$ cat config.mk
export PLATFORM = sky130hd
export DESIGN_NAME = draw_ball
export DESIGN_NICKNAME = d
export VERILOG_FILES = /design/src/rtl/pong_pkg.sv /design/src/rtl/ball_ctl.sv /design/src/rtl/draw_ball.sv
export SDC_FILE = /design/constraint.sdc
export NUM_CORES = 1
export LEC_CHECK = 0
export BUFFER_PORTS_ARGS = -buffer_cell sky130_fd_sc_hd__buf_2
export CAP_MARGIN = 0
export CORE_MARGIN = 5
export CORE_UTILIZATION = 45
export CTS_BUF_LIST = sky130_fd_sc_hd__clkbuf_4 sky130_fd_sc_hd__clkbuf_8
export CTS_CLUSTER_DIAMETER = 150
export DETAILED_ROUTE_END_ITERATION = 8
export PLACE_DENSITY_LB_ADDON = 0.15
export SYNTH_ARGS = -nofsm -noshare
export SYNTH_HDL_FRONTEND = slang
export SYNTH_SLANG_ARGS = --single-unit
$ cat constraint.sdc
create_clock -name pclk -period 4.5 [get_ports pclk]
set_clock_uncertainty 0.2 [all_clocks]
set_input_delay 0.675 -clock pclk [delete_from_list [all_inputs] [get_ports pclk]]
set_output_delay 0.675 -clock pclk [all_outputs]
set_load 0.1 [all_outputs]
$ cat src/rtl/pong_pkg.sv
// Shared Pong constants: visible screen size, paddle geometry and the ball motion states.
package pong_pkg;

    localparam logic [11:0] SCREEN_W = 12'd800;
    localparam logic [11:0] SCREEN_H = 12'd600;

    // Left paddle spans x = PAD_L_X-PAD_W .. PAD_L_X-1; its face is PAD_L_X.
    localparam logic [11:0] PAD_W    = 12'd10;
    localparam logic [11:0] PAD_LEN  = 12'd80;
    localparam logic [11:0] PAD_L_X  = 12'd60;
    localparam logic [11:0] PAD_R_X  = 12'd707;

    typedef enum logic {
        SERVE,
        MOVE
    } state_e;

endpackage

$ cat src/rtl/ball_ctl.sv
// Ball motion controller: detects the start of vertical blanking and advances the ball
// once per frame, handling wall and paddle bounces, scoring and re-serve.
//
// state | meaning
// SERVE | ball parked at centre, counting frames until it is launched
// MOVE  | ball travels SPEED px per axis per frame
module ball_ctl
    import pong_pkg::*;
#(
    parameter int BALL_SIZE    = 8,
    parameter int SPEED        = 4,
    parameter int SERVE_FRAMES = 60
) (
    input  logic        pclk,
    input  logic        rst_n,
    input  logic        vblnk_i,
    input  logic [11:0] y_pos_i,
    input  logic [11:0] y_pos_sec_i,
    input  logic        enable_i,
    output logic [11:0] ball_x_o,
    output logic [11:0] ball_y_o,
    output logic        point_l_o,
    output logic        point_r_o
);

    localparam int          CNT_W      = $clog2(SERVE_FRAMES);
    localparam logic [11:0] BALL_W     = 12'(BALL_SIZE);
    localparam logic [11:0] SPD        = 12'(SPEED);
    localparam logic [11:0] CENTRE_X   = 12'((int'(SCREEN_W) - BALL_SIZE) / 2);
    localparam logic [11:0] CENTRE_Y   = 12'((int'(SCREEN_H) - BALL_SIZE) / 2);
    localparam logic [CNT_W-1:0] SERVE_LAST = CNT_W'(SERVE_FRAMES - 1);

    state_e             state_q, state_d;
    logic [CNT_W-1:0]   cnt_q, cnt_d;
    logic [11:0]        x_q, x_d, y_q, y_d;
    logic               dir_x_q, dir_x_d;   // 1 = right
    logic               dir_y_q, dir_y_d;   // 1 = down
    logic               point_l_q, point_l_d, point_r_q, point_r_d;
    logic               vblnk_q;
    logic               frame_tick, hit_l, hit_r;

    assign frame_tick = vblnk_i & ~vblnk_q;
    assign hit_l = (y_q + BALL_W > y_pos_i) && (y_q < y_pos_i + PAD_LEN);
    assign hit_r = (y_q + BALL_W > y_pos_sec_i) && (y_q < y_pos_sec_i + PAD_LEN);

    always_comb begin
        state_d   = state_q;
        cnt_d     = cnt_q;
        x_d       = x_q;
        y_d       = y_q;
        dir_x_d   = dir_x_q;
        dir_y_d   = dir_y_q;
        point_l_d = 1'b0;
        point_r_d = 1'b0;
        if (!enable_i) begin
            state_d = SERVE;
            cnt_d   = '0;
            x_d     = CENTRE_X;
            y_d     = CENTRE_Y;
        end else if (frame_tick) begin
            if (state_q == SERVE) begin
                if (cnt_q == SERVE_LAST) begin
                    state_d = MOVE;
                    cnt_d   = '0;
                end else begin
                    cnt_d = cnt_q + CNT_W'(1);
                end
            end else begin
                if (dir_y_q) begin
                    if (y_q + BALL_W + SPD >= SCREEN_H) begin
                        y_d     = SCREEN_H - BALL_W;
                        dir_y_d = 1'b0;
                    end else begin
                        y_d = y_q + SPD;
                    end
                end else begin
                    if (y_q < SPD) begin
                        y_d     = '0;
                        dir_y_d = 1'b1;
                    end else begin
                        y_d = y_q - SPD;
                    end
                end
                // x_q >= PAD_L_X guarantees x_q >= SPD, so x_q - SPD cannot wrap there.
                if (!dir_x_q) begin
                    if (x_q >= PAD_L_X && (x_q - SPD) < PAD_L_X && hit_l) begin
                        x_d     = PAD_L_X;
                        dir_x_d = 1'b1;
                    end else if (x_q < SPD) begin
                        point_r_d = 1'b1;
                        x_d       = CENTRE_X;
                        y_d       = CENTRE_Y;
                        dir_x_d   = 1'b0;
                        state_d   = SERVE;
                        cnt_d     = '0;
                    end else begin
                        x_d = x_q - SPD;
                    end
                end else begin
                    if (x_q + BALL_W <= PAD_R_X && x_q + BALL_W + SPD > PAD_R_X && hit_r) begin
                        x_d     = PAD_R_X - BALL_W;
                        dir_x_d = 1'b0;
                    end else if (x_q + BALL_W + SPD > SCREEN_W) begin
                        point_l_d = 1'b1;
                        x_d       = CENTRE_X;
                        y_d       = CENTRE_Y;
                        dir_x_d   = 1'b1;
                        state_d   = SERVE;
                        cnt_d     = '0;
                    end else begin
                        x_d = x_q + SPD;
                    end
                end
            end
        end
    end

    always_ff @(posedge pclk or negedge rst_n) begin
        if (!rst_n) begin
            state_q   <= SERVE;
            cnt_q     <= '0;
            x_q       <= CENTRE_X;
            y_q       <= CENTRE_Y;
            dir_x_q   <= 1'b1;
            dir_y_q   <= 1'b1;
            point_l_q <= 1'b0;
            point_r_q <= 1'b0;
            vblnk_q   <= 1'b0;
        end else begin
            state_q   <= state_d;
            cnt_q     <= cnt_d;
            x_q       <= x_d;
            y_q       <= y_d;
            dir_x_q   <= dir_x_d;
            dir_y_q   <= dir_y_d;
            point_l_q <= point_l_d;
            point_r_q <= point_r_d;
            vblnk_q   <= vblnk_i;
        end
    end

    assign ball_x_o  = x_q;
    assign ball_y_o  = y_q;
    assign point_l_o = point_l_q;
    assign point_r_o = point_r_q;

endmodule

$ cat src/rtl/draw_ball.sv
// Final Pong pixel stage: overlays the ball on the paddle-stage RGB and delays the
// timing bus by one pclk so it stays aligned with the composited pixel.
module draw_ball
    import pong_pkg::*;
#(
    parameter int BALL_SIZE    = 8,
    parameter int SPEED        = 4,
    parameter int SERVE_FRAMES = 60
) (
    input  logic        pclk,
    input  logic        rst_n,
    input  logic [10:0] hcount_in,
    input  logic [10:0] vcount_in,
    input  logic        hsync_in,
    input  logic        vsync_in,
    input  logic        hblnk_in,
    input  logic        vblnk_in,
    input  logic [11:0] rgb_in,
    input  logic [11:0] y_pos,
    input  logic [11:0] y_pos_sec,
    input  logic [11:0] ball_color,
    input  logic        enable,
    output logic [10:0] hcount_out,
    output logic [10:0] vcount_out,
    output logic        hsync_out,
    output logic        vsync_out,
    output logic        hblnk_out,
    output logic        vblnk_out,
    output logic [11:0] rgb_out,
    output logic        point_l,
    output logic        point_r
);

    localparam logic [11:0] BALL_W = 12'(BALL_SIZE);

    logic [11:0] ball_x, ball_y;
    logic [11:0] h_ext, v_ext;
    logic        in_ball;
    logic [11:0] rgb_d, rgb_q;
    logic [10:0] hcount_q, vcount_q;
    logic [3:0]  timing_q;

    ball_ctl #(
        .BALL_SIZE   (BALL_SIZE),
        .SPEED       (SPEED),
        .SERVE_FRAMES(SERVE_FRAMES)
    ) u_ctl (
        .pclk       (pclk),
        .rst_n      (rst_n),
        .vblnk_i    (vblnk_in),
        .y_pos_i    (y_pos),
        .y_pos_sec_i(y_pos_sec),
        .enable_i   (enable),
        .ball_x_o   (ball_x),
        .ball_y_o   (ball_y),
        .point_l_o  (point_l),
        .point_r_o  (point_r)
    );

    assign h_ext   = {1'b0, hcount_in};
    assign v_ext   = {1'b0, vcount_in};
    assign in_ball = (h_ext >= ball_x) && (h_ext < ball_x + BALL_W) &&
                     (v_ext >= ball_y) && (v_ext < ball_y + BALL_W);
    assign rgb_d   = in_ball ? ball_color : rgb_in;

    always_ff @(posedge pclk or negedge rst_n) begin
        if (!rst_n) begin
            hcount_q <= '0;
            vcount_q <= '0;
            timing_q <= '0;
            rgb_q    <= '0;
        end else begin
            hcount_q <= hcount_in;
            vcount_q <= vcount_in;
            timing_q <= {hsync_in, vsync_in, hblnk_in, vblnk_in};
            rgb_q    <= rgb_d;
        end
    end

    assign hcount_out = hcount_q;
    assign vcount_out = vcount_q;
    assign {hsync_out, vsync_out, hblnk_out, vblnk_out} = timing_q;
    assign rgb_out    = rgb_q;

endmodule
==> results by group <==
Status
  • Result of the run: complete, no violations

CTS
  • Total setup buffers inserted after CTS: 0
  • Number of buffers created by CTS: 9
  • Maximum count of clock buffers along a single path: 2
  • H-tree levels: 3
  • TritonCTS sink count: 72
  • Skew-Pair Late Insertion Delay: between 0.3 and 0.4 ns
  • Root buf cell: clkbuf_8
  • Clock edge transition at the registers on the reported setup and hold paths: roughly 0.090 ns
  • CTS tree: built
  • CTS hold repair buffers: 0

Synth
  • Share of cell area taken by muxes after synthesis: 2.72%
  • Dominant synthesized flop cell: dfrtp_1
  • Mapped Area: 6480 µm²
  • Cells after synthesis: 749
  • Cell accounting for the most synthesized area: dfrtp_1
  • Dominant combinational cell family by area after synthesis: compound AO/OA/AOI/OAI gates
  • Mean instance size in the synthesized netlist: 8.65 µm²
  • Synth Area in XOR/XNOR: 5.54%
  • Post-synthesis share of cell area spent on and, or, nand and nor gates: 17.6%
  • Post-synth EDFFs: 0
  • Number of warnings printed during yosys synthesis: 0
  • Distinct cells, synth: 72
  • Most area-consuming cells after synthesis: dfrtp_1 (24%), ha_1 (20%), xnor2_1 (4.7%)
  • Adder and majority gate portion of the synthesized area: between 10% and 20%
  • Synth Area in Compound Gates: 20.9%
  • Async set-reset flop share out of synthesis: 100%
  • Sequential-to-total area share from yosys stat: 28.0%
  • Number of nets produced by synthesis: 928
  • Total of flip-flops plus latches after synthesis: 72
  • Top-area cell type share of the netlist area: 24.3%

Setup path
  • Max FO, Critical Path: 10
  • Crit end category: flop
  • Worst Path Class, Setup: flop to flop
  • WP data arrival: 4.30 ns
  • Reg-to-Reg Start: u_ctl.ball_y_o[3]$_DFFE_PN1P_
  • Startpoint of the worst setup timing path: u_ctl.ball_y_o[3]$_DFFE_PN1P_
  • Worst reg2reg setup slack: 0.29 ns
  • Category of the worst setup path launch point: flop
  • Critical path required time: 4.58 ns

GRT
  • Antenna violations before repair: 0
  • Largest net degree at the start of global routing: 73
  • First-pass GRT wire length: 30,700 µm
  • Via count of the first global-routing pass: 6,096
  • Gr usage total: 23.0%
  • Total gr overflow: 0

Cells and area
  • Number of inserted filler cells in the final layout: 1,315
  • Count of nets after finishing: 1,046
  • Layout cells sized above 1: about a fifth
  • Diodes inserted: 0
  • Signed area change from the synthesized netlist to the final layout: 15.9%

Floorplan
  • Number of placement rows: 43
  • Total core area: 14,000 µm²
  • Effective utilization at floorplan: 46.3%
  • Die Area: roughly 17,000 µm²
  • Die Span X: 130 µm
  • Height of the die: 130 µm
  • Number of I/O pins: 117

Drt
  • Residual antenna-violating net count after detailed routing: 0
  • Routed wire length per instance: 18.3 µm
  • Detailed Route WL: 19,200 µm
  • Total DRC errors in the routed layout: 0
  • Starting DRT DRC Count: about 340
  • DR pass1 iterations: 5
  • Total via count in the routed design: 6,153
  • Drt via density: about 6

Power
  • Total power density per cell area: 216 nW/µm²
  • Static power due to leakage: 0.00349 µW
  • VDD IR-drop max: 0.135 mV
  • Post-route total power: 1630 µW

STA
  • Actual transition at the worst max-transition pin: 0.944 ns
  • Final critical path time including I/O delays and setup: 4.21 ns
  • Setup_tns: 0 ns
  • Max-slew violation count: 0
  • Share of the cycle needed by the critical path after routing: 93.6%
  • Final setup margin: roughly 0.29 ns
  • Setup repair after global routing missed its margin: false
  • Final Hold Viols: 0
  • Slew HR: 37.0%
  • Highest clock frequency the design can meet: 0.237 GHz
  • Number of setup violations in the final report: 0

Run
  • Max-cap violations: 0

Placed design
  • Detailed placer's ending HPWL: 15,400 µm
  • Post-Place Worst Slack: 0.187 ns
  • Number of input and output port buffers inserted: 116
  • Gpl congestion: roughly 0.97

Worst hold path
  • Beginning of the worst hold path: hsync_in
  • Class of the worst hold path: primary input to flop
-- cell usage in the layout, fill, tap and decap left out, types with 26 or more instances in the layout --
cell,Yosys,routed
nand3_1,26,26
inv_1,68,68
nor2_1,39,39
ha_1,102,102
o21ai_0,46,46
xnor2_1,35,35
dfrtp_1,63,63
nand2_1,54,54
a21oi_1,39,39
buf_2,3,115
-- cells by family (layout without fill, tap and decap cells) --
kind of cell               after synthesis  count (layout)
xor gates and xnor gates                41              41
AOI/OAI and AO/OA                      202             202
DFF                                     72              72
muxes                                   16              16
adders and majority gates              102             102
and+or+nand+nor                        224             224
buffers and inverters                   92             215
-- final timing paths --
path,endpoint,cells past startpoint
max,u_ctl.ball_x_o[10]$_DFFE_PN0P_,15
min,timing_q[3]$_DFF_PN0_,1
max reg2reg,u_ctl.ball_x_o[10]$_DFFE_PN0P_,15
min reg2reg,u_ctl.cnt_q[0]$_DFFE_PN0P_,1
max in group asynchronous,u_ctl.ball_x_o[9]$_DFFE_PN0P_,1
min in group asynchronous,u_ctl.ball_y_o[1]$_DFFE_PN0P_,1
-- synth_stat cells, types with 4 or more instances --
cell	count
or4_1	6
o211ai_1	12
a31oi_1	10
ha_1	102
o221ai_1	4
nand4_1	19
a21boi_0	4
o21ai_0	46
dfstp_2	9
dfrtp_1	63
nand2_1	54
and3_1	4
mux2_2	13
inv_1	68
and2_1	10
o21a_1	5
xor2_1	6
clkbuf_1	14
xnor2_1	35
nor3_1	23
o22ai_1	10
o31ai_1	6
or3_1	4
nand3_1	26
nor4_1	8
nor2b_1	10
a211oi_1	10
a21oi_1	39
a21o_1	11
nor2_1	39
nor3b_1	5
nand2b_1	6
-- through the flow --
stage | instance area (µm²) | hold slack, ns | cells | utilization [%]
3_3_place_gp | 7290 | 0.299 | 1036 | 52.1
2_1_floorplan | 6480 | 0.179 | 749 | -
6_report | 7520 | 0.213 | 1052 | 53.7
5_1_grt | 7520 | 0.187 | 1052 | 53.7
4_1_cts | 7510 | 0.195 | 1052 | 53.7
3_5_place_dp | 7290 | 0.295 | 1036 | 52.1
-- flip-flops by register name, indices dropped and copies added, names as in the netlist, 4 cells and up --
signal / count
hcount_out: 11
rgb_out: 12
timing_q: 4
u_ctl.ball_x_o: 11
u_ctl.ball_y_o: 12
u_ctl.cnt_q: 6
vcount_out: 11
-- per-layer routing --
layer  GRT usage [%]  wire length (µm)
met5               0                 0
met2            35.8              8320
met4            7.82               466
met1            31.8              8930
met3            4.83              1510
-- worst max-delay path: stages (launching register included) --
cell       delay [ns]
dfstp_2          0.64
ha_1             0.32
nand3_2          0.14
nor2_1           0.16
xnor2_1          0.26
inv_1            0.14
ha_1             0.32
nand4_1          0.13
or3_1            0.40
nand4_1          0.09
a2111oi_1        0.06
nand4_1          0.18
nor2b_1          0.48
and3_1           0.31
a21oi_1          0.09
a32oi_1          0.21
-- area by class of cell --
class                           instances  area (µm²)  share of cell area [%]
Sequential cell                        72        1810                    24.1
Timing Repair Buffer                  128         673                    8.96
Multi-Input combinational cell        585        4320                    57.5
Clock buffer                            9         124                    1.65
Tap cell                              180         225                    3.00
Inverter                               71         267                    3.55
Clock inverter                          7        95.1                    1.27
-- where the power goes --
part	switching, µW	internal [µW]
Combinational	263	101
Clock	271	313
Sequential	7.68	670
Total	542	1080
-- timing repair --
item                                   CTS  global route
resized for setup                        0             3
endpoints found under the hold margin    0             0
setup endpoints to repair                0             4
No activity file was read; power rests on OpenSTA's default activity.
